==> src/rtl/mem_port_arbiter.sv <==
// Arbitrates one shared single-port memory between an instruction-fetch requester
// and a data-stage requester, with a fixed wait-state count and IF starvation guard.
module mem_port_arbiter #(
    parameter int WAIT       = 1,
    parameter int STARVE_MAX = 2
) (
    input  logic        clk,
    input  logic        reset,

    input  logic        if_req,
    input  logic [31:0] if_addr,
    output logic [31:0] if_rdata,
    output logic        if_ack,

    input  logic        mem_req,
    input  logic        mem_we,
    input  logic [31:0] mem_addr,
    input  logic [31:0] mem_wdata,
    output logic [31:0] mem_rdata,
    output logic        mem_ack,

    output logic        stall_if,
    output logic        stall_mem,

    output logic        ram_en,
    output logic        ram_we,
    output logic [31:0] ram_addr,
    output logic [31:0] ram_wdata,
    input  logic [31:0] ram_rdata
);

    typedef enum logic [1:0] {
        IDLE     = 2'd0,
        BUSY_IF  = 2'd1,
        BUSY_MEM = 2'd2
    } state_t;

    localparam logic [3:0] WAIT_LAST = 4'(WAIT);
    localparam logic [2:0] SKIP_LIM  = 3'(STARVE_MAX);

    state_t      state;
    logic [3:0]  wait_cnt;
    logic [2:0]  skip_cnt;
    logic [31:0] lat_addr;
    logic [31:0] lat_wdata;

    logic        if_elig;
    logic        mem_elig;
    logic        grant_if;
    logic        grant_mem;
    logic        last_beat;

    // A requester whose ack is high this cycle is still holding req; it must not be re-granted.
    assign if_elig   = if_req  & ~if_ack;
    assign mem_elig  = mem_req & ~mem_ack;

    assign grant_if  = if_elig & (~mem_elig | (skip_cnt == SKIP_LIM));
    assign grant_mem = mem_elig & ~grant_if;
    assign last_beat = (wait_cnt == WAIT_LAST);

    assign stall_if  = if_req  & ~if_ack;
    assign stall_mem = mem_req & ~mem_ack;

    assign ram_addr  = lat_addr;
    assign ram_wdata = lat_wdata;

    // NOTE: every register here uses <= so all updates see pre-edge values regardless of order.
    always_ff @(posedge clk or negedge reset) begin
        if (!reset) begin
            state     <= IDLE;
            wait_cnt  <= '0;
            skip_cnt  <= '0;
            lat_addr  <= '0;
            lat_wdata <= '0;
            if_rdata  <= '0;
            mem_rdata <= '0;
            if_ack    <= 1'b0;
            mem_ack   <= 1'b0;
            ram_en    <= 1'b0;
            ram_we    <= 1'b0;
        end else begin
            if_ack  <= 1'b0;
            mem_ack <= 1'b0;
            unique case (state)
                IDLE: begin
                    wait_cnt <= '0;
                    if (grant_if) begin
                        state    <= BUSY_IF;
                        lat_addr <= if_addr;
                        ram_en   <= 1'b1;
                        ram_we   <= 1'b0;
                        skip_cnt <= '0;
                    end else if (grant_mem) begin
                        state     <= BUSY_MEM;
                        lat_addr  <= mem_addr;
                        lat_wdata <= mem_wdata;
                        ram_en    <= 1'b1;
                        ram_we    <= mem_we;
                        if (if_elig && skip_cnt != SKIP_LIM) begin
                            skip_cnt <= skip_cnt + 3'd1;
                        end
                    end
                end
                BUSY_IF, BUSY_MEM: begin
                    wait_cnt <= wait_cnt + 4'd1;
                    if (last_beat) begin
                        state  <= IDLE;
                        ram_en <= 1'b0;
                        ram_we <= 1'b0;
                        if (state == BUSY_IF) begin
                            if_ack   <= 1'b1;
                            if_rdata <= ram_rdata;
                        end else begin
                            mem_ack <= 1'b1;
                            // Writes leave the previous read result visible.
                            if (!ram_we) begin
                                mem_rdata <= ram_rdata;
                            end
                        end
                    end
                end
                default: state <= IDLE;
            endcase
        end
    end

endmodule

==> config.mk <==
export PLATFORM = sky130hd
export DESIGN_NAME = mem_port_arbiter
export DESIGN_NICKNAME = d
export VERILOG_FILES = /design/src/rtl/mem_port_arbiter.sv
export SDC_FILE = /design/constraint.sdc
export NUM_CORES = 1
export LEC_CHECK = 0
export ABC_AREA = 1
export CAP_MARGIN = 10
export CORE_MARGIN = 2
export CORE_UTILIZATION = 46
export DETAILED_ROUTE_END_ITERATION = 8
export PLACE_DENSITY = 0.85
export REMOVE_ABC_BUFFERS = 1
export SYNTH_ARGS = -nofsm -noshare
export SYNTH_HDL_FRONTEND = slang
export SYNTH_SLANG_ARGS = --single-unit
==> constraint.sdc <==
create_clock -name clk -period 4 [get_ports clk]
set_input_delay 0.6 -clock clk [delete_from_list [all_inputs] [get_ports clk]]
set_output_delay 0.6 -clock clk [all_outputs]
set_load 0.01 [all_outputs]
==> qor.csv <==
metric,value,unit
root_buffer,clkbuf_16,
synth_edf_count,0,
maxSlewHeadroom,50.3,%
coreArea,13300,µm²
dieArea,14800,µm²
cts.sinks,141,
viasPerCell,4.88,
dp_hpwl,12200,µm
synth.distinct_cells,26,
fin_worst_skew,0.00729,ns
route.detailed.drc,0,
power.total,7.80,mW
fillCellCount,1001,
setup.worst_path.start_class,input port,
hold_path.class,input port to asynchronous set/reset pin,
drive_gt1_share,6.64,%
worstPathMaxFanout,36,
cts_buffers,17,
path_clk_slew,0.06,ns
critPathKind,input port to primary output,
peakVddDrop,513,µV
yosysSeqAreaShare,55.6,%
hold-worst-slack,0.234,ns
dr.pass1.iters,5,
async_flop_share,100,%
tightest_slew,0.746,ns
numPortBuffers,266,
cp.arrival,2.16,ns
tns,0,ns
p_per_area,809,nW/µm²
grt_pass1_vias,5720,
clk_latency,0.42,ns
gr-total-overflow,0,
finalWorstSetupSlack,1.24,ns
wirelength,17300,µm
finalHoldViolCount,0,
syn_to_final_growth,51.9,%
yosysWarnings,0,
rsz0062_at_grt,no,
period_minus_slack,2.76,ns
period_share,69.0,%
cts_tree,done,
fp.dieW,121,µm
p_leak,4.85,nW
grt_pass1_wl,27700,µm
antenna_found_initial,0,
track_usage,24.0,%
ant_nets,0,
synth-seq-cells,141,
antenna_cells,0,
setup_violations,0,
cp.required,3.40,ns
crit_path_end_kind,primary output,
fp.dieH,121,µm
gp_congestion,0.824,
start_util,47.6,%
synthFlopType,dfrtp_1,
post_cts_buffers,0,
maxCapViolations,0,
io_pins,267,
hold_buffers,0,
outcome,finished clean,
clockBufferDepth,2,
fmax,362,MHz
rrSetupSlack,1.67,ns
finalNetCount,1137,
syn_area,6350,µm²
num_vias,5782,
place_ws,1.27,ns
synth.avg_cell_area,8.53,µm²
maxSlewViolCount,0,
htree_num_levels,4,
drt_iter0_drc,349,
ctsResizeCount,0,
syn_inst,744,
post_drt_wl_per_cell,14.6,µm
rows,42,
grt_max_degree,83,
-- registers in the layout, indices dropped and copies added (netlist names) --
name and count:
mem_rdata 32, ram_we 1, wait_cnt 4, if_rdata 32, ram_en 1, mem_ack 1, ram_wdata 32, ram_addr 32
if_ack 1, state 2, skip_cnt 3
-- metal layers --
| layer | up-vias | global-route usage [%] | share of wire [%] |
|---|---|---|---|
| met3 | 55 | 6.53 | 6.9 |
| met1 | 2702 | 28.0 | 40 |
| met4 | 0 | 13.3 | 4.4 |
| met5 | - | 0 | 0 |
| met2 | 219 | 40.0 | 49 |
| li1 | 2806 | - | - |
-- per-stage QoR --
stage | util (%) | area [µm²] | instances
2_1_floorplan | - | 6070 | 705
3_3_place_gp | 67.5 | 9000 | 1154
3_5_place_dp | 67.5 | 9000 | 1154
4_1_cts | 72.2 | 9640 | 1185
5_1_grt | 72.2 | 9640 | 1185
6_report | 72.2 | 9640 | 1185
-- cells in the mapped netlist (2+ instances only) --
cell | number | area, µm²
dfrtp_1 | 141 | 3530
buf_6 | 12 | 135
nand2_1 | 242 | 908
nand2_4 | 2 | 22.5
inv_1 | 110 | 413
nor2_1 | 9 | 33.8
ha_1 | 7 | 87.6
o21ai_0 | 30 | 150
inv_2 | 4 | 15.0
o21ai_2 | 13 | 114
nand2_2 | 3 | 18.8
clkbuf_1 | 5 | 18.8
nand3_1 | 102 | 510
o21ai_1 | 29 | 145
a21oi_1 | 3 | 15.0
buf_4 | 7 | 52.6
buf_2 | 15 | 75.1
a21oi_4 | 2 | 32.5
-- critical path, stage by stage --
cell and delay [ns]:
clkdlybuf4s50_1 0.52, nand2_4 0.09, inv_4 0.32, clkdlybuf4s50_1 0.62
-- area by class of cell --
class                   instances  area, µm²  area share, %
multi-input cells             449       2100           21.8
repair buffers                273       2720           28.2
flip-flops and latches        141       3530           36.6
clock buffers                  20        447           4.63
well taps                     176        220           2.28
inverters                     115        434           4.50
clock inverters                11        191           1.99
-- logic make-up (layout without fill, tap and decap cells) --
group	count (synthesis)	after routing	synth area share [%]
flip-flops	141	141	55.6
XOR/XNOR	1	1	0.138
buffers and inverters	154	419	11.3
AO/OA/AOI/OAI	78	78	7.29
AND/OR/NAND/NOR	363	363	24.3
adder cells (fa/ha/maj)	7	7	1.38
-- where the power goes --
part	total (mW)	internal [mW]	leakage (nW)	switching (mW)
Combinational	3.58	1.74	2.85	1.84
Sequential	2.52	2.13	1.70	0.390
Clock	1.70	1.12	0.302	0.587
Total	7.80	4.98	4.85	2.82
-- layout by cell type, fill, tap and decap left out, types with 3 or more instances in the layout --
cell type and n:
o21ai_0 30, clkdlybuf4s50_1 265, inv_2 4, nor2_1 9, nand2_1 242, nand2_2 3, clkinvlp_4 3, o21ai_2 13
bufinv_16 5, ha_1 7, clkbuf_16 17, a21oi_1 3, buf_4 7, nand3_1 102, o21ai_1 29, dfrtp_1 141
inv_1 110
-- worst paths after layout --
check,start,to,cells past startpoint
max in group asynchronous,reset,mem_rdata[25],2
worst max register to register,state[0],ram_addr[12],9
worst min-delay path,reset,ram_addr[17],1
worst max-delay path,if_req,stall_if,4
worst min register to register,ram_wdata[7],ram_wdata[7],2
min in group clk,ram_wdata[7],ram_wdata[7],2
Note: power is estimated with default switching activity, not from simulation.
